--- config.mk ---
export PLATFORM = sky130hd
export DESIGN_NAME = multicycle_ctrl
export DESIGN_NICKNAME = d
export VERILOG_FILES = /design/src/rtl/ctrl_pkg.sv /design/src/rtl/cond_unit.sv /design/src/rtl/multicycle_ctrl.sv
export SDC_FILE = /design/constraint.sdc
export NUM_CORES = 1
export LEC_CHECK = 0
export ABC_CLOCK_PERIOD_IN_PS = 1500
export CAP_MARGIN = 10
export CORE_MARGIN = 8
export CORE_UTILIZATION = 40
export DETAILED_ROUTE_END_ITERATION = 8
export PLACE_DENSITY = 0.77
export SYNTH_ARGS = -nofsm -noshare
export SYNTH_HDL_FRONTEND = slang
export SYNTH_HIERARCHICAL = 1
export SYNTH_SLANG_ARGS = --single-unit
--- constraint.sdc ---
create_clock -name clk -period 1.5 [get_ports clk]
set_clock_uncertainty 0.15 [all_clocks]
set_input_delay 0.3 -clock clk [delete_from_list [all_inputs] [get_ports clk]]
set_output_delay 0.3 -clock clk [all_outputs]
set_load 0.005 [all_outputs]
--- src/rtl/ctrl_pkg.sv ---
// Shared types and encodings for the multicycle ARMv4 control unit.
//   state_t        : main FSM states
//   ALU_*          : ALUControl encodings (same as the single-cycle decoder)
//   RES_* / SRCB_* : ResultSrc / ALUSrcB mux selects
//   COND_*         : instruction condition field values
//   cond_ex()      : ARM condition evaluation against an NZCV nibble
package ctrl_pkg;

  typedef enum logic [3:0] {
    FETCH, DECODE, EXECR, EXECI, ALUWB, MEMADR, MEMRD, MEMWB, MEMWR, BRANCH
  } state_t;

  localparam logic [3:0] ALU_ADD = 4'b0000;
  localparam logic [3:0] ALU_SUB = 4'b0001;
  localparam logic [3:0] ALU_AND = 4'b0010;
  localparam logic [3:0] ALU_ORR = 4'b0011;
  localparam logic [3:0] ALU_EOR = 4'b0100;
  localparam logic [3:0] ALU_MVN = 4'b0101;
  localparam logic [3:0] ALU_ROR = 4'b0110;

  localparam logic [1:0] RES_ALUOUT = 2'b00;
  localparam logic [1:0] RES_RDATA  = 2'b01;
  localparam logic [1:0] RES_ALURES = 2'b10;

  localparam logic [1:0] SRCB_RM   = 2'b00;
  localparam logic [1:0] SRCB_IMM  = 2'b01;
  localparam logic [1:0] SRCB_FOUR = 2'b10;

  localparam logic [3:0] COND_EQ = 4'h0, COND_NE = 4'h1, COND_CS = 4'h2, COND_CC = 4'h3;
  localparam logic [3:0] COND_MI = 4'h4, COND_PL = 4'h5, COND_VS = 4'h6, COND_VC = 4'h7;
  localparam logic [3:0] COND_HI = 4'h8, COND_LS = 4'h9, COND_GE = 4'hA, COND_LT = 4'hB;
  localparam logic [3:0] COND_GT = 4'hC, COND_LE = 4'hD, COND_AL = 4'hE, COND_NV = 4'hF;

  // nzcv = {N, Z, C, V}
  function automatic logic cond_ex(input logic [3:0] cond, input logic [3:0] nzcv);
    logic n, z, c, v;
    {n, z, c, v} = nzcv;
    case (cond)
      COND_EQ: return z;
      COND_NE: return !z;
      COND_CS: return c;
      COND_CC: return !c;
      COND_MI: return n;
      COND_PL: return !n;
      COND_VS: return v;
      COND_VC: return !v;
      COND_HI: return c && !z;
      COND_LS: return !c || z;
      COND_GE: return n == v;
      COND_LT: return n != v;
      COND_GT: return !z && (n == v);
      COND_LE: return z || (n != v);
      COND_AL: return 1'b1;
      default: return 1'b0;  // NV: never executes
    endcase
  endfunction

endpackage

--- src/rtl/cond_unit.sv ---
// NZCV flag register plus condition evaluation.
//   clk, reset : clock, async active-low reset (Flags cleared)
//   Cond       : instruction condition field
//   ALUFlags   : NZCV from the ALU this cycle
//   FlagW      : [1] load N,Z  [0] load C,V
//   flag_en    : qualifies FlagW (execute state, condition passed, legal op)
//   Flags      : registered NZCV
//   CondEx     : Cond evaluated against the registered flags
module cond_unit
  import ctrl_pkg::*;
(
  input  logic       clk,
  input  logic       reset,
  input  logic [3:0] Cond,
  input  logic [3:0] ALUFlags,
  input  logic [1:0] FlagW,
  input  logic       flag_en,
  output logic [3:0] Flags,
  output logic       CondEx
);

  always_ff @(posedge clk or negedge reset) begin
    if (!reset) begin
      Flags <= '0;
    end else if (flag_en) begin
      if (FlagW[1]) Flags[3:2] <= ALUFlags[3:2];
      if (FlagW[0]) Flags[1:0] <= ALUFlags[1:0];
    end
  end

  assign CondEx = cond_ex(Cond, Flags);

endmodule

--- src/rtl/multicycle_ctrl.sv ---
// Multicycle ARMv4 control unit: main FSM, ALU-op decode, flags and
// condition gating for a datapath with one ALU and one unified memory port.
//   clk, reset        : clock, async active-low reset
//   Cond/Op/Funct/Rd/sh : instruction register fields
//   ALUFlags          : NZCV from the ALU this cycle
//   mem_ready         : memory access completes this cycle
//   PCWrite/IRWrite/RegWrite/MemWrite : datapath write enables
//   AdrSrc/ResultSrc/ALUSrcA/ALUSrcB/ImmSrc/RegSrc/ALUControl : mux selects
//   Flags             : registered NZCV
module multicycle_ctrl
  import ctrl_pkg::*;
#(
  parameter bit MEM_WAIT_EN = 1'b1
) (
  input  logic       clk,
  input  logic       reset,
  input  logic [3:0] Cond,
  input  logic [1:0] Op,
  input  logic [5:0] Funct,
  input  logic [3:0] Rd,
  input  logic [1:0] sh,
  input  logic [3:0] ALUFlags,
  input  logic       mem_ready,
  output logic       PCWrite,
  output logic       AdrSrc,
  output logic       MemWrite,
  output logic       IRWrite,
  output logic       RegWrite,
  output logic [1:0] ResultSrc,
  output logic       ALUSrcA,
  output logic [1:0] ALUSrcB,
  output logic [1:0] ImmSrc,
  output logic [1:0] RegSrc,
  output logic [3:0] ALUControl,
  output logic [3:0] Flags
);

  state_t     state, state_nx;
  logic       cond_q, cond_now, rdy;
  logic [3:0] alu_op;
  logic       legal, is_cmp, cv_op;
  logic       pc_we, ir_we, rf_we, mem_we;
  logic       flag_en;
  logic [1:0] flag_w;

  assign rdy = MEM_WAIT_EN ? mem_ready : 1'b1;

  // ALU op decode; illegal codes fall back to ADD with all writes suppressed
  always_comb begin
    alu_op = ALU_ADD;
    legal  = 1'b1;
    is_cmp = 1'b0;
    cv_op  = 1'b0;
    case (Funct[4:1])
      4'b0000: alu_op = ALU_AND;
      4'b0001: alu_op = ALU_EOR;
      4'b0010: begin alu_op = ALU_SUB; cv_op = 1'b1; end
      4'b0100: begin alu_op = ALU_ADD; cv_op = 1'b1; end
      4'b1100: alu_op = ALU_ORR;
      4'b1111: alu_op = ALU_MVN;
      4'b1101: if (sh == 2'b11) alu_op = ALU_ROR; else legal = 1'b0;
      4'b1010: if (Funct[0]) begin
                 alu_op = ALU_SUB; cv_op = 1'b1; is_cmp = 1'b1;
               end else legal = 1'b0;
      default: legal = 1'b0;
    endcase
  end

  assign flag_en = ((state == EXECR) || (state == EXECI)) && cond_q && legal;
  assign flag_w  = {Funct[0], Funct[0] & cv_op};

  cond_unit u_cond (
    .clk      (clk),
    .reset    (reset),
    .Cond     (Cond),
    .ALUFlags (ALUFlags),
    .FlagW    (flag_w),
    .flag_en  (flag_en),
    .Flags    (Flags),
    .CondEx   (cond_now)
  );

  always_ff @(posedge clk or negedge reset) begin
    if (!reset) begin
      state  <= FETCH;
      cond_q <= 1'b0;
    end else begin
      state <= state_nx;
      if (state == DECODE) cond_q <= cond_now;
    end
  end

  always_comb begin
    state_nx   = state;
    pc_we      = 1'b0;
    ir_we      = 1'b0;
    rf_we      = 1'b0;
    mem_we     = 1'b0;
    AdrSrc     = 1'b0;
    ResultSrc  = RES_ALUOUT;
    ALUSrcA    = 1'b0;
    ALUSrcB    = SRCB_RM;
    ALUControl = ALU_ADD;
    ImmSrc     = Op;
    RegSrc     = {Op == 2'b01, Op == 2'b10};
    case (state)
      FETCH: begin
        ALUSrcA   = 1'b1;
        ALUSrcB   = SRCB_FOUR;
        ResultSrc = RES_ALURES;
        if (rdy) begin
          ir_we    = 1'b1;
          pc_we    = 1'b1;
          state_nx = DECODE;
        end
      end
      DECODE: begin
        // PC+4 again gives R15 = PC+8 for register reads
        ALUSrcA   = 1'b1;
        ALUSrcB   = SRCB_FOUR;
        ResultSrc = RES_ALURES;
        case (Op)
          2'b00:   state_nx = Funct[5] ? EXECI : EXECR;
          2'b01:   state_nx = MEMADR;
          2'b10:   state_nx = BRANCH;
          default: state_nx = FETCH;
        endcase
      end
      EXECR: begin
        ALUControl = alu_op;
        state_nx   = ALUWB;
      end
      EXECI: begin
        ALUSrcB    = SRCB_IMM;
        ALUControl = alu_op;
        state_nx   = ALUWB;
      end
      ALUWB: begin
        rf_we    = cond_q && legal && !is_cmp;
        pc_we    = rf_we && (Rd == 4'hF);
        state_nx = FETCH;
      end
      MEMADR: begin
        ALUSrcB  = SRCB_IMM;
        state_nx = Funct[0] ? MEMRD : MEMWR;
      end
      MEMRD: begin
        AdrSrc = 1'b1;
        if (rdy) state_nx = MEMWB;
      end
      MEMWB: begin
        ResultSrc = RES_RDATA;
        rf_we     = cond_q;
        pc_we     = cond_q && (Rd == 4'hF);
        state_nx  = FETCH;
      end
      MEMWR: begin
        // strobe held for the whole wait so the memory sees a stable request
        AdrSrc = 1'b1;
        mem_we = cond_q;
        if (rdy) state_nx = FETCH;
      end
      BRANCH: begin
        ALUSrcB   = SRCB_IMM;
        ResultSrc = RES_ALURES;
        pc_we     = cond_q;
        state_nx  = FETCH;
      end
      default: state_nx = FETCH;
    endcase
  end

  // enables are killed combinationally while reset is asserted
  assign PCWrite  = pc_we  & reset;
  assign IRWrite  = ir_we  & reset;
  assign RegWrite = rf_we  & reset;
  assign MemWrite = mem_we & reset;

endmodule

### Yosys cells after proc, flatten, opt, wreduce, memory -nomap -nowiden

Cells that the tools add are included.

* register bits after elaboration: 9
* output and inout port bits: 22

* equal/unequal tests: 39
* mux-type cells: 26
* bitwise operators: 5
* reduce and logical (&&, ||, !) cells: 30

Operators with widths (count)
* == test 4 bit (second input constant): 14
* == test 4 x 3 -> 1 bit (second input constant): 9
* one-hot mux 4 bit (6 select lines): 1
* one-hot mux 3 bit (7 select lines): 1
* == test 4 x 2 -> 1 bit (second input constant): 5
* two-way mux 4 bit: 5
* one-hot mux 1 bit (15 select lines): 1
* == test 4 x 1 -> 1 bit (second input constant): 3
* logical NOT 4 bit: 3
* one-hot mux 4 bit (3 select lines): 1
* two-way mux 1 bit: 10
* logical AND 1 bit: 8
* one-hot mux 2 bit (2 select lines): 2
* OR reduction 2 bit: 4
* != test 2 bit (second input constant): 3
* OR reduction 3 bit: 2
* OR reduction 6 bit: 1
* bitwise AND 1 bit: 5
* logical NOT 1 bit: 5
* == test 2 bit (second input constant): 2
* one-hot mux 1 bit (2 select lines): 2
* one-hot mux 1 bit (4 select lines): 1
* AND reduction 2 bit: 2
* logical OR 1 bit: 3
* other kinds (7): 7

### Depth between registers and ports, before layout

* depth after elaboration: 8
* gate-level depth with buffers: 7

### Modules after synthesis

Netlist, hierarchy kept.

By module, submodules not included
* multicycle_ctrl: times used 1, cells an instance 110, area each 869.6 µm², seq. area each 125.1 µm²
* cond_unit: times used 1, cells an instance 35, area each 327.8 µm², seq. area each 100.1 µm²

### Worst setup path before layout

OpenSTA, ideal clock, no wires.

* path type: input to register
* start point: input Funct[3]
* end point: register u_cond.Flags[2]
* library setup time: 125 ps
* arrival time: 1387 ps
* required time: 1225 ps
* path slack: -162 ps
* stages on the path: 6
* buffers on the path: 1
* cell sequence: buf_6 a21boi_0 o22ai_1 a221oi_1 nand2_1 mux2_2

* cells in the longest elaborated chain, start to end: 5
* elaborated cells between the ends (all ways): 12
* classes of those cells: 7 x eq/ne; 1 x mux; 4 x reduce/logical

RTL lines
* start, declared: RTL line multicycle_ctrl.sv:19 `input logic [5:0] Funct,`
* == test 4 x 3 -> 1 bit (tied with other cells): RTL line multicycle_ctrl.sv:54 `case (Funct[4:1])`
* OR reduction 6 bit (no line)
* one-hot mux 1 bit (3 select lines) (*): RTL line multicycle_ctrl.sv:54
* logical AND 1 bit (*): RTL line multicycle_ctrl.sv:69 `assign flag_en = ((state == EXECR) || (state == EXECI)) && cond_q && legal;`
* net flag_en: RTL line multicycle_ctrl.sv:43 `logic flag_en;`
* AND reduction 2 bit (no line) (*)
* end signal, assigned: RTL line cond_unit.sv:26 `if (FlagW[1]) Flags[3:2] <= ALUFlags[3:2];`
* end, declared: RTL line cond_unit.sv:18 `output logic [3:0] Flags,`

Mark *: on every way through the listed nets, which the timed path passes. The rest lies on a longest branch.
A chain may end at the register's enable or synchronous reset.

### Worst setup path after layout

* start point: register state[1]
* end point: output PCWrite

* cells in the longest elaborated chain, start to end: 3
* elaborated cells between the ends (all ways): 6
* classes of those cells: 3 x eq/ne; 1 x mux; 1 x bitwise; 1 x reduce/logical

RTL lines
* start, declared: RTL line multicycle_ctrl.sv:38 `state_t state, state_nx;`
* start signal, assigned: RTL line multicycle_ctrl.sv:88 `state <= state_nx;`
* == test 4 bit (tied with other cells): RTL line multicycle_ctrl.sv:106 `case (state)`
* one-hot mux 1 bit (4 select lines) (*): RTL line multicycle_ctrl.sv:106
* bitwise AND 1 bit (*): RTL line multicycle_ctrl.sv:174 `assign PCWrite = pc_we & reset;`
* end, declared: RTL line multicycle_ctrl.sv:24 `output logic PCWrite,`

Mark *: on every way between the ends. The rest lies on a longest branch, timed or not.

==> PnR_summary.wiki <==
{| class="wikitable"
! Metric !! Value
|-
| Mean Syn Cell Area || ~8.3 um2
|-
| Global-route met1 utilization || a little under a fifth
|-
| Count of filler cells inserted in the layout || ~190
|-
| Final Total Pwr || between 0.003 and 0.004 W
|-
| Area of all sequential standard cells || roughly 230 um2
|-
| Signed area change from the synthesized netlist to the final layout || 89.8%
|-
| Violation count after the first detailed-route iteration || about 130
|-
| Min Tclk post-route || ~2.2 ns
|-
| Timing-limited maximum frequency || 459 MHz
|-
| Inserted Clock Buffers || 3
|-
| Global-route wire length before repair || approximately 7400 um
|-
| Startpoint type of the worst setup path || flip-flop
|-
| Proportion of synthesized area in mux cells || under 10%
|-
| TritonRoute pass-1 iters || 4
|-
| Final core utilization || between 70% and 80%
|-
| Height of the die || ~70 um
|-
| Count of input and output buffers || 45
|-
| Number of distinct library cells after synthesis || 54
|-
| Detailed Route WL || between 5000 and 6000 um
|-
| GR Overflow Total || 0
|-
| Post-layout net count || around 280
|-
| Max VDD drop || between 0.7 and 0.8 mV
|-
| Antenna violations before repair || 0
|-
| Met3 track demand over resource in global routing || approximately 3.8%
|-
| Worst skew pair latency || between 0.2 and 0.3 ns
|-
| Launch point of the critical path || state[1]$_DFFE_PN0P_
|-
| Most used routing layer || met2
|-
| Register area share after synthesis || around a fifth
|-
| Std-Cell Rows || 20
|-
| Number of enable flip-flop cells after synthesis || 0
|-
| Post-CTS Hold Fix Bufs || 0
|-
| Sort of element at the end of the critical path || primary output
|-
| Critical setup path kind || flip-flop to primary output
|-
| Setup repair after global routing missed its margin || yes
|-
| Cell with the most instances after synthesis || nand2_1
|-
| Async set or reset register ratio after synthesis || 100%
|-
| Met2 track demand over resource || between 30 and 40%
|-
| Number of levels the H-tree was split into || 1
|-
| Min setup slack post-route || -0.679 ns
|-
| Share of the synthesized area in compound gates (AO/OA/AOI/OAI) || between 20% and 30%
|-
| Placeable Area || 2950 um2
|-
| Num Clock Sinks || 9
|-
| Placement Setup Slack || -1.05 ns
|-
| Adder-Cell Fraction of Synth Area || ~6.3%
|-
| Yosys Warn Count || 6
|-
| Die Width || between 70 and 80 um
|-
| IO Pins || between 40 and 50
|-
| Required time reported for the critical path endpoint || around 1.1 ns
|-
| Simple-gate area share of the yosys netlist || roughly 28%
|-
| Routability cong. || approximately 0.9
|-
| Number of max-capacitance violations reported || 0
|-
| Fraction of layout cells with a size suffix above 1 || between 50% and 60%
|-
| Area share of the largest cell type after synthesis || between 10% and 20%
|-
| Total routing resource utilization after global routing || between 10% and 20%
|-
| Initial Util || roughly two fifths
|-
| Main combinational cell family by area after synthesis || simple AND/OR/NAND/NOR gates
|-
| Post-CTS clock slew at the launch and capture registers of the worst setup and hold paths || around 0.09 ns
|-
| Multi-input logic area || around 950 um2
|-
| Via count of the first global-routing pass || roughly 1.6k
|-
| Average detailed-routed wire length per instance || between 15 and 20 um
|-
| Static Leak || 1.10 nW
|-
| Most instantiated flip-flop cell in the synthesis netlist || dfrtp_1
|-
| Hold/Removal Path Class || primary input to asynchronous set/reset pin
|-
| Ranking of synthesized cells by instance count || nand2_1, a21oi_1, dfrtp_1, nor2_1, buf_6
|-
| Routed vias/inst || roughly 5.5
|-
| Xor-xnor portion of the synthesized cell area || roughly 5.0%
|-
| Residual DRC || 0
|-
| Count of final max-slew check failures || 0
|-
| Clock tree from TritonCTS || done
|-
| Die ar. || ~5000 um2
|-
| Maximum root-to-sink buffer count || 2
|-
| Crit Path Max Fanout || 4
|-
| Synthesized net count || about 180
|-
| Data arrival time of the critical path || about 1.7 ns
|-
| Area of the mapped netlist || 1200 um2
|-
| Final hold viol count || 0
|-
| Final worst-path cycle share || 145%
|-
| Final Setup Violations || 20
|-
| # diodes || 0
|-
| Number of synthesized register bits || 9
|-
| HPWL after detailed placement || just over 3000 um
|-
| Remaining antenna violation count || 0
|-
| Violations in the final reports || setup timing
|-
| Reg2Reg Launch Point || state[3]$_DFFE_PN0P_
|-
| Maximum number of pins on one net before global-route repair || 10
|-
| Synth area leader || dfrtp_1
|-
| Outcome || finished with violations
|-
| Total Negative Setup Slacks || -9.71 ns
|-
| Power Dens Cells || about 1400 nW/um2
|-
| Root Driver || clkbuf_4
|-
| Top area cells in the synthesized netlist || dfrtp_1, buf_6, ha_1
|-
| Cells after Synth || between 100 and 150
|-
| Via count || roughly 1.6k
|}
==> worst paths after layout <==
check / slack [ns] / to / cells after the start
worst max register to register: -0.64 / u_cond/Flags[1]$_DFFE_PN0P_ / 9
max in group asynchronous: 0.77 / u_cond/Flags[0]$_DFFE_PN0P_ / 2
min in group clk: 0.49 / state[2]$_DFFE_PN0P_ / 4
worst min register to register: 0.52 / u_cond/Flags[0]$_DFFE_PN0P_ / 2
worst max-delay path: -0.68 / PCWrite / 6
worst min-delay path: 0.25 / cond_q$_DFFE_PN0P_ / 2
==> registers in the layout, summed over array words and instances, names as in the netlist <==
signal and flops:
u_cond/Flags 4, state 4, cond_q 1
==> cell usage in the layout, fill, tap and decap left out, types with 6 or more instances in the layout <==
| master | netlist | layout |
|---|---|---|
| buf_4 | 4 | 51 |
| buf_2 | 2 | 14 |
| nor2_1 | 9 | 7 |
| buf_6 | 8 | 24 |
| a21oi_1 | 12 | 9 |
| ha_1 | 6 | 6 |
| nand2_1 | 13 | 6 |
| dlygate4sd2_1 | 0 | 7 |
| clkdlybuf4s50_1 | 0 | 16 |
| dfrtp_1 | 9 | 6 |
==> stage by stage <==
stage          hold WS, ns  cells  area [um2]
2_1_floorplan       -0.146    145        1210
3_3_place_gp         0.470    255        1920
3_5_place_dp         0.486    255        1920
4_1_cts              0.269    280        2160
5_1_grt              0.275    285        2270
6_report             0.253    285        2270
==> cells by family after synthesis <==
family	count (synthesis)
AND/OR/NAND/NOR	59
AO/OA/AOI/OAI	35
adder cells (fa/ha/maj)	6
XOR/XNOR	6
buffers and inverters	21
other	1
multiplexers	8
flip-flops	9
==> final cells by class <==
type,count,share of cell area [%]
timing repair buffer,118,44.2
multi-input combinational,115,41.7
sequential,9,10.1
tap,33,1.82
clock buffer,3,0.991
inverter,6,0.991
clock inverter,1,0.220
==> report_power, final <==
part	switching, W	total, W	internal, W
registers	0.0000874	0.000419	0.000331
clock network	0.000109	0.000207	0.0000985
logic	0.00109	0.00258	0.00148
total	0.00129	0.00320	0.00191
==> critical path: stages (launching register included) <==
cell	delay, ns
dfrtp_2	0.45
buf_6	0.14
and4b_2	0.23
a31o_1	0.21
a41oi_2	0.21
a21boi_2	0.08
buf_2	0.13
==> routing by layer <==
metal  vias up  routed length, um
li1        728                  -
met1       741               1950
met2        73               2660
met3        20                341
met4         0                217
met5         -                  0
==> timing repair <==
action	in CTS	in global routing
pin swaps	17	14
setup buffers	23	9
setup endpoints to repair	30	24
endpoints found under the hold margin	0	0
gates resized for setup	123	25
Power figures use the tool's default switching activity.
